`src/rtl/vga_capture.sv`:
```
// rtl/vga_capture.sv - VGA receive-side capture with geometry check and lock-gated write stream
//
// Purpose:
//   Registers an incoming pixel-clock video stream, measures each frame's
//   geometry between vsync edges, and builds lock over LOCK_FRAMES good
//   frames. Once locked, whole frames are forwarded as a write stream with
//   start-of-frame and end-of-line markers. Frames that start unlocked are
//   never written, so partial or malformed frames cannot reach memory.
//
// Ports:
//   clk        pixel clock, all logic on the rising edge
//   rst        asynchronous active-high reset
//   hsync_in   line sync (registered only; geometry is measured from de)
//   vsync_in   frame sync, active-high
//   de_in      data enable, high for active pixels
//   rgb_in     24-bit pixel data
//   wr_en      write strobe, one pixel per cycle
//   wr_data    pixel written when wr_en=1
//   sof        marks pixel (0,0) of a captured frame
//   eol        marks the last pixel of each captured line
//   pix_x      x coordinate of wr_data
//   pix_y      y coordinate of wr_data
//   locked     geometry verified over LOCK_FRAMES consecutive frames
//   frame_err  one-cycle pulse when a frame fails the geometry check
//   frame_cnt  completed frame counter, wraps at 256

module vga_capture #(
    parameter int H_ACTIVE    = 1280,
    parameter int V_ACTIVE    = 960,
    parameter int LOCK_FRAMES = 2
) (
    input  logic        clk,
    input  logic        rst,
    input  logic        hsync_in,
    input  logic        vsync_in,
    input  logic        de_in,
    input  logic [23:0] rgb_in,
    output logic        wr_en,
    output logic [23:0] wr_data,
    output logic        sof,
    output logic        eol,
    output logic [10:0] pix_x,
    output logic [10:0] pix_y,
    output logic        locked,
    output logic        frame_err,
    output logic [7:0]  frame_cnt
);

    localparam logic [10:0] H11     = 11'(H_ACTIVE);
    localparam logic [10:0] V11     = 11'(V_ACTIVE);
    localparam logic [11:0] H12     = 12'(H_ACTIVE);
    localparam logic [3:0]  LOCK4   = 4'(LOCK_FRAMES);
    localparam logic [10:0] CNT_MAX = 11'h7FF;

    typedef enum logic {
        S_SEEK,
        S_RUN
    } state_t;

    state_t      r_state;
    state_t      w_state_nxt;

    logic        r_hs_d;
    logic        r_vs_d;
    logic        r_de_d;
    logic [23:0] r_rgb_d;

    logic [10:0] r_x_cnt;
    logic [10:0] r_y_cnt;
    logic        r_line_bad;
    logic [3:0]  r_good_cnt;
    logic        r_cap_gate;

    logic [10:0] w_x_nxt;
    logic [10:0] w_y_nxt;
    logic        w_line_bad_nxt;
    logic        w_frame_end;
    logic        w_frame_bad;
    logic [3:0]  w_good_inc;

    logic        w_vs_fall;
    logic        w_vs_rise;
    logic        w_de_fall;
    logic        w_q;

    // hsync is carried through stage 1 for symmetry but geometry is
    // measured from de transitions alone.
    logic        w_unused_hs;
    assign w_unused_hs = r_hs_d;

    // Edges compare the stage-1 copy with the raw input so the last pixel
    // of a line (still in de_d) is seen together with its de_fall.
    assign w_vs_fall = r_vs_d & ~vsync_in;
    assign w_vs_rise = ~r_vs_d & vsync_in;
    assign w_de_fall = r_de_d & ~de_in;

    assign w_q = r_de_d & r_cap_gate & (r_state == S_RUN) &
                 (r_x_cnt < H11) & (r_y_cnt < V11);

    assign w_good_inc = (r_good_cnt == LOCK4) ? r_good_cnt : r_good_cnt + 4'd1;

    always_comb begin
        w_state_nxt    = r_state;
        w_x_nxt        = r_x_cnt;
        w_y_nxt        = r_y_cnt;
        w_line_bad_nxt = r_line_bad;
        w_frame_end    = 1'b0;
        w_frame_bad    = 1'b0;
        case (r_state)
            S_SEEK: begin
                if (w_vs_fall) begin
                    w_state_nxt    = S_RUN;
                    w_x_nxt        = '0;
                    w_y_nxt        = '0;
                    w_line_bad_nxt = 1'b0;
                end
            end
            S_RUN: begin
                if (r_de_d) begin
                    if (w_de_fall) begin
                        if (({1'b0, r_x_cnt} + 12'd1) != H12) begin
                            w_line_bad_nxt = 1'b1;
                        end
                        if (r_y_cnt != CNT_MAX) begin
                            w_y_nxt = r_y_cnt + 11'd1;
                        end
                        w_x_nxt = '0;
                    end else if (r_x_cnt != CNT_MAX) begin
                        w_x_nxt = r_x_cnt + 11'd1;
                    end
                end
                // The frame check sees any line closed on this same cycle.
                if (w_vs_rise) begin
                    w_frame_end = 1'b1;
                    w_frame_bad = w_line_bad_nxt | (w_y_nxt != V11);
                end
                if (w_vs_fall) begin
                    w_x_nxt        = '0;
                    w_y_nxt        = '0;
                    w_line_bad_nxt = 1'b0;
                end
            end
            default: begin
                w_state_nxt = S_SEEK;
            end
        endcase
    end

    always_ff @(posedge clk or posedge rst) begin
        if (rst) begin
            r_state    <= S_SEEK;
            r_hs_d     <= 1'b0;
            r_vs_d     <= 1'b0;
            r_de_d     <= 1'b0;
            r_rgb_d    <= '0;
            r_x_cnt    <= '0;
            r_y_cnt    <= '0;
            r_line_bad <= 1'b0;
            r_good_cnt <= '0;
            r_cap_gate <= 1'b0;
            locked     <= 1'b0;
            frame_err  <= 1'b0;
            frame_cnt  <= '0;
            wr_en      <= 1'b0;
            wr_data    <= '0;
            sof        <= 1'b0;
            eol        <= 1'b0;
            pix_x      <= '0;
            pix_y      <= '0;
        end else begin
            r_state    <= w_state_nxt;
            r_hs_d     <= hsync_in;
            r_vs_d     <= vsync_in;
            r_de_d     <= de_in;
            r_rgb_d    <= rgb_in;
            r_x_cnt    <= w_x_nxt;
            r_y_cnt    <= w_y_nxt;
            r_line_bad <= w_line_bad_nxt;

            frame_err <= w_frame_end & w_frame_bad;
            if (w_frame_end) begin
                frame_cnt <= frame_cnt + 8'd1;
                if (w_frame_bad) begin
                    r_good_cnt <= '0;
                    locked     <= 1'b0;
                end else begin
                    r_good_cnt <= w_good_inc;
                    if (w_good_inc == LOCK4) begin
                        locked <= 1'b1;
                    end
                end
            end

            // Capture decision is frozen for the whole frame at its start.
            if (w_vs_fall) begin
                r_cap_gate <= locked;
            end

            wr_en   <= w_q;
            wr_data <= r_rgb_d;
            pix_x   <= r_x_cnt;
            pix_y   <= r_y_cnt;
            sof     <= w_q & (r_x_cnt == 11'd0) & (r_y_cnt == 11'd0);
            eol     <= w_q & w_de_fall;
        end
    end

endmodule
```
`config.mk`:
```
export PLATFORM = sky130hd
export DESIGN_NAME = vga_capture
export DESIGN_NICKNAME = d
export VERILOG_FILES = /design/src/rtl/vga_capture.sv
export SDC_FILE = /design/constraint.sdc
export NUM_CORES = 1
export LEC_CHECK = 0
export BUFFER_PORTS_ARGS = -buffer_cell sky130_fd_sc_hd__buf_2
export CAP_MARGIN = 15
export CORE_MARGIN = 2
export CORE_UTILIZATION = 48
export DETAILED_ROUTE_END_ITERATION = 8
export GPL_ROUTABILITY_DRIVEN = 0
export PLACE_DENSITY_LB_ADDON = 0.1
export SYNTH_ARGS = -nofsm -noshare
export SYNTH_HDL_FRONTEND = slang
export SYNTH_SLANG_ARGS = --single-unit
```
`constraint.sdc`:
```
create_clock -name clk -period 5.52 [get_ports clk]
set_input_delay 1.104 -clock clk [delete_from_list [all_inputs] [get_ports clk]]
set_output_delay 1.104 -clock clk [all_outputs]
set_load 0.01 [all_outputs]
```
## Yosys cells after proc, flatten, opt, wreduce, memory -nomap -nowiden

Index checks and enable logic that the tools add are counted.

- Bits in registers: 114
- Logic and storage cells: 84

- Equality and inequality tests: 9
- Reduce and logical (&&, ||, !) cells: 5
- Magnitude comparators: 2
- Bitwise gates (word level): 16
- Mux-type cells: 29
- Add/sub/neg operators: 5

Operators with widths:

| cell | count |
|---|---|
| $mux W11 | 10 |
| $pmux W11 S2 | 2 |
| $add A11 B1 Y11 const B | 2 |
| $logic_not A11 Y1 | 2 |
| $ne A11 B11 Y1 const B | 2 |
| $mux W1 | 14 |
| $add A11 B1 Y12 const B | 1 |
| $ne A12 B11 Y1 const B | 1 |
| $and A1 B1 Y1 | 11 |
| $lt A11 B10 Y1 const B | 1 |
| $lt A11 B11 Y1 const B | 1 |
| $ne A11 B10 Y1 const B | 1 |
| $add A8 B1 Y8 const B | 1 |
| $eq A4 B2 Y1 const B | 2 |
| $mux W4 | 2 |
| $add A4 B1 Y4 const B | 1 |
| $ne A4 B1 Y1 const B | 1 |
| $not A1 Y1 | 4 |
| $ne A3 B1 Y1 const B | 1 |
| $reduce_and A3 Y1 | 1 |
| $ne A2 B2 Y1 const B | 1 |
| $pmux W1 S2 | 1 |
| $reduce_and A2 Y1 | 1 |
| $reduce_bool A2 Y1 | 1 |
| $or A1 B1 Y1 | 1 |

## Logic depth before layout (Yosys ltp)

Gate-level depths: netlist of run 1.

- Depth in word-level cells: 11
- Mapped depth: 9
- Mapped depth without buffers: 8

## Least setup slack after synthesis of run 1

No wires, ideal clock.

- Kind: in2reg
- Start: input port de_in
- End: register r_good_cnt[2]
- Stages: 8
- Data arrival time: 2.669 ns
- Path slack: 2.769 ns
- Buffers on the path: 1
- Cells stage by stage: nand2b_1 clkbuf_1 or4_1 mux2i_1 o211ai_1 a311oi_2 nand3_2 o22ai_1

- Cells in the longest elaborated chain, start to end: 10
- Elaborated cells on any way between the ends: 13
- Classes of those cells: 1 x eq/ne; 9 x mux; 3 x bitwise

Ends and longest elaborated chain:

| what | RTL line | source |
|---|---|---|
| from (decl) | 36 | `input logic de_in,` |
| $not A1 Y1 (*) | 95 | `assign w_de_fall = r_de_d & ~de_in;` |
| $and A1 B1 Y1 (*) | 95 |  |
| $mux W11 | 120 | `if (w_de_fall) begin` |
| $mux W11 | 119 | `if (r_de_d) begin` |
| $mux W11 | 109 | `case (r_state)` |
| $ne A11 B10 Y1 | 135 | `w_frame_bad = w_line_bad_nxt \| (w_y_nxt != V11);` |
| $or A1 B1 Y1 (*) | 135 |  |
| $mux W1 (*) | 133 | `if (w_vs_rise) begin` |
| $mux W1 (*) | 109 |  |
| $mux W4 (*) | 183 | `if (w_frame_bad) begin` |
| to (signal assigned) | 187 | `r_good_cnt <= w_good_inc;` |
| to (decl) | 71 | `logic [3:0] r_good_cnt;` |

Mark *: on every way between the ends. The rest lies on a longest branch, timed or not. The select of a mux whose other input is x is not followed.
A chain may end at the register's enable or synchronous reset.

## Worst setup path in the final report of run 1

- Start: register r_x_cnt[0]
- End: register r_x_cnt[7]

- Cells in the longest elaborated chain, start to end: 6
- Elaborated cells on any way between the ends: 9
- Classes of those cells: 1 x add/sub; 2 x eq/ne; 5 x mux; 1 x reduce/logical

Ends and longest elaborated chain:

| what | RTL line | source |
|---|---|---|
| from (decl) | 68 | `logic [10:0] r_x_cnt;` |
| from (signal assigned) | 176 | `r_x_cnt <= w_x_nxt;` |
| $add A11 B1 Y11 | 129 | `w_x_nxt = r_x_cnt + 11'd1;` |
| $mux W11 | 128 | `end else if (r_x_cnt != CNT_MAX) begin` |
| $mux W11 | 120 |  |
| $mux W11 | 119 |  |
| $mux W11 | 137 | `if (w_vs_fall) begin` |
| $pmux W11 S2 | 109 |  |

Several ways; a longest one is shown, not always the timed one. The select of a mux whose other input is x is not followed.

==> flow_summary.toml, run 1 <==
[min_path]
hold-path-cell-count = 0
holdPathEnd = "wr_data[9]"
hold_path.class = "reg2reg"
hp-start = "r_rgb_d[9]"

[finish]
layout-drive-gt1-share_pct = 28.9
final_common_cell = "sky130_fd_sc_hd__dfrtp_1"
finalNetCount = 495
layout-area-overhead-vs-synth_pct = 24.5
antenna_cells_inserted = 0
layout.cells.most_common_list = "sky130_fd_sc_hd__dfrtp_1, sky130_fd_sc_hd__buf_2, sky130_fd_sc_hd__nor2_1"
final_core_utilization_pct = 60.5

[drt]
detail-route-antenna-nets = 0
drc_errors = 0
dr.pass1.iters = 4
initialDrtViolationCount = 188
routed_wirelength_mm = 8.86
route.detailed.vias_per_inst = 5.30
via_count = 3083
drt-wirelength-per-cell_um = 15.2

[setup_path]
crit_top_cell = "sky130_fd_sc_hd__o21ai_0"
timing.critical_path.fanout_max = 12
cp_data_arrival_time_ns = 3.49
setup.worst_path.end_class = "flop"
master_of_the_slowest_instance_on_the_critical_path = "sky130_fd_sc_hd__a31oi_1"
setup.worst_path.start_class = "flop"
r2r_start = "r_x_cnt[0]"
critPathRequiredTime_ns = 5.94
regToRegSetupSlack_ns = 2.45
cpPeakStageDelay_ns = 0.79
timing.critical_path.cells = "ha_1 -> nand3_2 -> nor4_1 -> nand3_1 -> a31oi_1 -> o21ai_0 -> o21ai_0"
reg2reg_to = "r_x_cnt[7]"
timing.setup.critical_path_class = "reg2reg"
rr_worst_depth = 7

[synth]
postSynth.topFlopCell = "sky130_fd_sc_hd__dfrtp_1"
syn_area_per_cell_sq_um = 12.0
yosysWarnings = 0
ys_ff_latch = 114
synth-edff-count = 0
synthCells = 369
synth_sequential_area_ratio_pct = 64.4
synthesis.area_sq_mm = 0.00443
synth_top_cells_by_area = "sky130_fd_sc_hd__dfrtp_1, sky130_fd_sc_hd__nor2_1, sky130_fd_sc_hd__nand2_1, sky130_fd_sc_hd__o21ai_0, sky130_fd_sc_hd__ha_1"
post_synth_num_cell_types = 54
yosysTopAreaCell = "sky130_fd_sc_hd__dfrtp_1"
async_flop_share_pct = 100
mappedNetlistNets = 406
yosys.area.top_type_share_pct = 64.4

[sta]
slew_headroom_pct = 31.5
timing_hold_violations_final = 0
skew_ns = 0.00538
rsz0062_at_grt = "false"
clock.fmax_mhz = 326
timing.hold.ws_ns = 0.347
final-setup-viol-count = 0
finalWorstPathRequiredPeriod_ns = 3.07
timing.final.max_slew_violations = 0
final.period_utilization_pct = 55.6
setup-tns-final_ns = 0
timing_worst_slew_pin_value_ns = 1.02

[clock_tree]
cts_max_level = 4
clock_path_buffers = 2
postCtsResizedCells = 0
clk_pin_slew_ns = 0.06
cts_root_buf = "sky130_fd_sc_hd__clkbuf_8"
cts.sinks = 114
tritoncts = "done"
cts-hold-fix-buffers = 0
post-cts-setup-buffer-count = 0
worst_skew_pair.late_latency_ns = 0.51
tritoncts.num_buffers = 17

[power]
clock_network_fraction_of_design_power_pct = 50.2
cellLeakagePower_nw = 2.63
switching_share_pct = 24.0
combPwrFrac_pct = 6.9
seq_power_share_pct = 42.9
power_per_cell_area_mw_per_mm2 = 392
vdd.ir_drop.worst_uv = 188
internal-power_mw = 1.64
switchingPower_uw = 519

[global_routing]
combined_global_route_utilization_of_all_metal_layers_pct = 19.3
grt_antenna_before_repair = 0
grt_start_max_net_pins = 86
grt_pass1_wl_mm = 14.8
grt_overflow_total = 0
grt_pass1_vias = 3043

[floorplanning]
pin_count = 88
row_count = 35
initial_cell_density_of_the_core_pct = 48.6
die_width_um = 100
die_area_sq_mm = 0.0100
dieHeight_um = 100
core_area_sq_mm = 0.00911

[job]
cap_violations = 0

[place]
dpl.hpwl_mm = 5.70
placement.io_buffers = 86

[status]
status = "completed"
kinds of logic after synthesis:
| family | synth area share, % |
|---|---|
| muxes | 0.933 |
| and+or+nand+nor | 16.4 |
| xor gates and xnor gates | 3.17 |
| DFF | 64.4 |
| AOI/OAI and AO/OA | 9.27 |
| buffers and inverters | 3.50 |
| adders and majority gates | 2.26 |
routing by layer:
metal | routed length, um | GRT usage (%)
met3 | 525 | 5.85
met2 | 4010 | 28.1
met5 | 0 | 0
met4 | 136 | 8.96
met1 | 4180 | 26.7
how the worst max path moves through the flow:
| stage | startpoint | end | slack [ns] | cells past startpoint |
|---|---|---|---|---|
| after CTS | r_x_cnt[0] | r_x_cnt[7] | 2.49 | 7 |
| final | r_x_cnt[0] | r_x_cnt[7] | 2.45 | 7 |
| after global routing | r_x_cnt[0] | r_x_cnt[7] | 2.11 | 7 |
| after detailed placement | de_in | r_good_cnt[2] | 2.33 | 8 |
| after global placement | de_in | r_good_cnt[2] | 2.37 | 8 |
| after floorplan | rst | eol | 1.40 | 1 |
synthesized netlist by cell type, types with 2 or more instances:
| cell type | number |
|---|---|
| sky130_fd_sc_hd__nor2b_1 | 2 |
| sky130_fd_sc_hd__a21oi_1 | 9 |
| sky130_fd_sc_hd__o211ai_1 | 2 |
| sky130_fd_sc_hd__nor2_1 | 31 |
| sky130_fd_sc_hd__nor4_1 | 7 |
| sky130_fd_sc_hd__inv_1 | 15 |
| sky130_fd_sc_hd__nand3_2 | 4 |
| sky130_fd_sc_hd__or2_2 | 2 |
| sky130_fd_sc_hd__ha_1 | 8 |
| sky130_fd_sc_hd__and4_1 | 2 |
| sky130_fd_sc_hd__dfrtp_1 | 114 |
| sky130_fd_sc_hd__nand4_1 | 6 |
| sky130_fd_sc_hd__o22ai_1 | 3 |
| sky130_fd_sc_hd__nand3_1 | 15 |
| sky130_fd_sc_hd__xnor2_1 | 11 |
| sky130_fd_sc_hd__and3_1 | 5 |
| sky130_fd_sc_hd__mux2i_1 | 3 |
| sky130_fd_sc_hd__o31ai_1 | 5 |
| sky130_fd_sc_hd__xor2_1 | 5 |
| sky130_fd_sc_hd__nor4_4 | 2 |
| sky130_fd_sc_hd__and2_1 | 3 |
| sky130_fd_sc_hd__clkbuf_1 | 10 |
| sky130_fd_sc_hd__buf_6 | 3 |
| sky130_fd_sc_hd__nand2_1 | 30 |
| sky130_fd_sc_hd__nor3_1 | 6 |
| sky130_fd_sc_hd__o21ai_0 | 22 |
| sky130_fd_sc_hd__buf_2 | 4 |
| sky130_fd_sc_hd__a31oi_1 | 9 |
| sky130_fd_sc_hd__nand4b_1 | 3 |
| sky130_fd_sc_hd__nand2b_1 | 4 |
layout make-up:
class | count | area (sq um)
clock buffers | 18 | 418
clock inverters | 14 | 178
fillers | 755 | 3600
inverters | 15 | 58.8
multi-input cells | 222 | 1420
flip-flops and latches | 114 | 2850
well taps | 111 | 139
repair buffers | 88 | 445
power by group through the flow:
| stage | combinational (mW) | clock, mW | sequential (mW) |
|---|---|---|---|
| floorplan | 0.0740 | 0 | 0.951 |
| global placement | 0.149 | 0 | 0.941 |
| detailed placement | 0.151 | 0 | 0.942 |
| CTS | 0.152 | 1.11 | 0.928 |
| global route | 0.168 | 1.15 | 0.934 |
| finish | 0.149 | 1.09 | 0.927 |
sequential cells by signal, indices dropped and copies added, names as in the netlist, 4 cells and up:
name / cells
r_x_cnt: 11
r_y_cnt: 11
wr_data: 24
pix_x: 11
frame_cnt: 8
r_good_cnt: 4
r_rgb_d: 24
pix_y: 11
through the flow:
| step | area, sq um | power (mW) | instances | setup WS, ns |
|---|---|---|---|---|
| global route | 5510 | 2.25 | 582 | 2.11 |
| floorplan | 4430 | 1.02 | 369 | 1.40 |
| CTS | 5510 | 2.19 | 582 | 2.49 |
| detailed placement | 4910 | 1.09 | 550 | 2.33 |
| finish | 5510 | 2.16 | 582 | 2.45 |
| global placement | 4910 | 1.09 | 550 | 2.37 |
worst max-delay path, delay by kind of cell (launching register included):
family,cells,cell delay (ns)
AOI/OAI and AO/OA,3,1.21
and+or+nand+nor,3,0.92
DFF,1,0.49
adders and majority gates,1,0.35
No activity file was read; power rests on OpenSTA's default activity.
==> run 2, diff against run 1 <==
==> constraint.sdc (replaced) <==
create_clock -name clk -period 2.8 [get_ports clk]
set_input_delay 0.56 -clock clk [delete_from_list [all_inputs] [get_ports clk]]
set_output_delay 0.56 -clock clk [all_outputs]
set_load 0.01 [all_outputs]
==> flow_summary.toml, run 2 (synthesis results as in run 1) <==
[sta]
finalWorstPathRequiredPeriod_ns = 2.58
rsz0062_at_grt = "false"
timing.hold.ws_ns = 0.151
clock.fmax_mhz = 387
timing.final.max_slew_violations = 0
setup-tns-final_ns = 0
final-setup-viol-count = 0
skew_ns = 0.0139
slew_headroom_pct = 57.3
timing_worst_slew_pin_value_ns = 0.635
timing_hold_violations_final = 0
final.period_utilization_pct = 92.2

[finish]
layout.cells.most_common_list = "sky130_fd_sc_hd__dfrtp_1, sky130_fd_sc_hd__buf_2, sky130_fd_sc_hd__nor2_1"
finalNetCount = 509
final_common_cell = "sky130_fd_sc_hd__dfrtp_1"
top_regs = "r_rgb_d x24, wr_data x24"
fillCellCount = 768
layout-area-overhead-vs-synth_pct = 26.5
layout-drive-gt1-share_pct = 31.1
antenna_cells_inserted = 0

[floorplanning]
pin_count = 88
dieHeight_um = 100
die_width_um = 100
die_area_sq_mm = 0.0100
row_count = 35
initial_cell_density_of_the_core_pct = 48.6
core_area_sq_mm = 0.00911

[setup_path]
timing.setup.critical_path_class = "reg2reg"
timing.critical_path.cells = "ha_1 -> nand3_2 -> nor3_1 -> o21ai_1 -> a2111o_1 -> o31ai_4 -> buf_4 -> nand3_2 -> o22ai_1"
critPathRequiredTime_ns = 3.23
cpPeakStageDelay_ns = 0.50
timing.critical_path.fanout_max = 9
critical_path_origin = "r_x_cnt[0]"
master_of_the_slowest_instance_on_the_critical_path = "sky130_fd_sc_hd__dfrtp_1"
r2r_start = "r_x_cnt[0]"
setup.worst_path.start_class = "flop"
setup.worst_path.end_class = "flop"
crit_top_cell = "sky130_fd_sc_hd__nand3_2"
cp_data_arrival_time_ns = 3.01

[clock_tree]
cts_max_level = 4
tritoncts.num_buffers = 17
cts.sinks = 114
tritoncts = "done"
clk_pin_slew_ns = 0.06
cts_root_buf = "sky130_fd_sc_hd__clkbuf_8"
clock_path_buffers = 2
postCtsResizedCells = 0
worst_skew_pair.late_latency_ns = 0.52

[power]
cellLeakagePower_nw = 2.68
vdd.ir_drop.worst_uv = 312
power_per_cell_area_mw_per_mm2 = 739

[global_routing]
grt_pass1_vias = 3024
grt_pass1_wl_mm = 14.9
grt_overflow_total = 0
routing_usage_on_met1_pct = 25.9
combined_global_route_utilization_of_all_metal_layers_pct = 19.2
grt_antenna_before_repair = 0
grt_start_max_net_pins = 72
gr-usage-met3_pct = 5.50
globalRouteMet2Util_pct = 29.3
grt_busiest_layer = "met2"

[drt]
dr.pass1.iters = 4
route.detailed.vias_per_inst = 5.20
routed_wirelength_mm = 8.84
drc_errors = 0
detail-route-antenna-nets = 0
via_count = 3102
drt-wirelength-per-cell_um = 14.8
initialDrtViolationCount = 86

[place]
dpl.hpwl_mm = 5.92
placement.io_buffers = 86

[min_path]
hp-start = "rgb_in[9]"
hold_path.class = "in2reg"

[job]
cap_violations = 0

[status]
status = "completed"
-- run 2: cell count changes in the layout (fill, tap and decap cells not counted), sizes merged --
cell | before | now
buf | 88 | 102
inv | 20 | 19
clkinvlp | 1 | 4
bufinv | 3 | 1
clkinv | 5 | 6
clkbuf | 18 | 17
-- run 2: per-stage QoR --
step	total power [mW]	instance area (sq um)	worst slack [ns]	cells	utilization (%)
3_3_place_gp	2.16	5030	0.211	563	55.2
2_1_floorplan	2.02	4430	0.428	369	-
6_report	4.14	5600	0.219	596	61.5
4_1_cts	4.19	5590	0.133	595	61.4
5_1_grt	4.32	5600	0.0554	596	61.5
3_5_place_dp	2.17	5030	0.159	563	55.2
-- run 2: final timing paths --
path | endpoint | slack (ns) | cells after the start
worst max-delay path | r_good_cnt[2] | 0.22 | 9
worst min-delay path | r_rgb_d[9] | 0.15 | 1
worst max register to register | r_good_cnt[2] | 0.22 | 9
worst min register to register | wr_data[16] | 0.34 | 0
max in group asynchronous | frame_cnt[3] | 2.20 | 3
min in group asynchronous | pix_x[10] | 0.17 | 3
-- run 2: worst max-delay path: cells and delay by family, from the launching register on --
family | cells | cell delay, ns
adders and majority gates | 1 | 0.32
and+or+nand+nor | 3 | 0.59
buffers and inverters | 1 | 0.18
AOI/OAI and AO/OA | 4 | 0.90
DFF | 1 | 0.50
-- run 2: final cells by class --
type / instances / area (sq um) / area share, %
repair buffers: 102 / 563 / 10.1
flip-flops and latches: 114 / 2850 / 50.9
clock inverters: 15 / 151 / 2.70
inverters: 15 / 60.1 / 1.07
multi-input cells: 222 / 1420 / 25.3
clock buffers: 17 / 414 / 7.40
well taps: 111 / 139 / 2.48
-- run 2: metal layers --
layer  up-vias  routed length [um]
met5         -                   0
met4         0                 127
met3        10                 471
met2        90                4060
met1      1500                4190
li1       1502                   -
-- run 2: what timing repair did --
action	CTS	global route
setup buffers	0	1
setup endpoints to repair	0	4
hold buffers	0	0
-- run 2: power by group --
part | switching [mW] | internal, mW | total, mW
combinational | 0.176 | 0.134 | 0.310
sequential | 0.0805 | 1.75 | 1.83
clock | 0.805 | 1.20 | 2.00
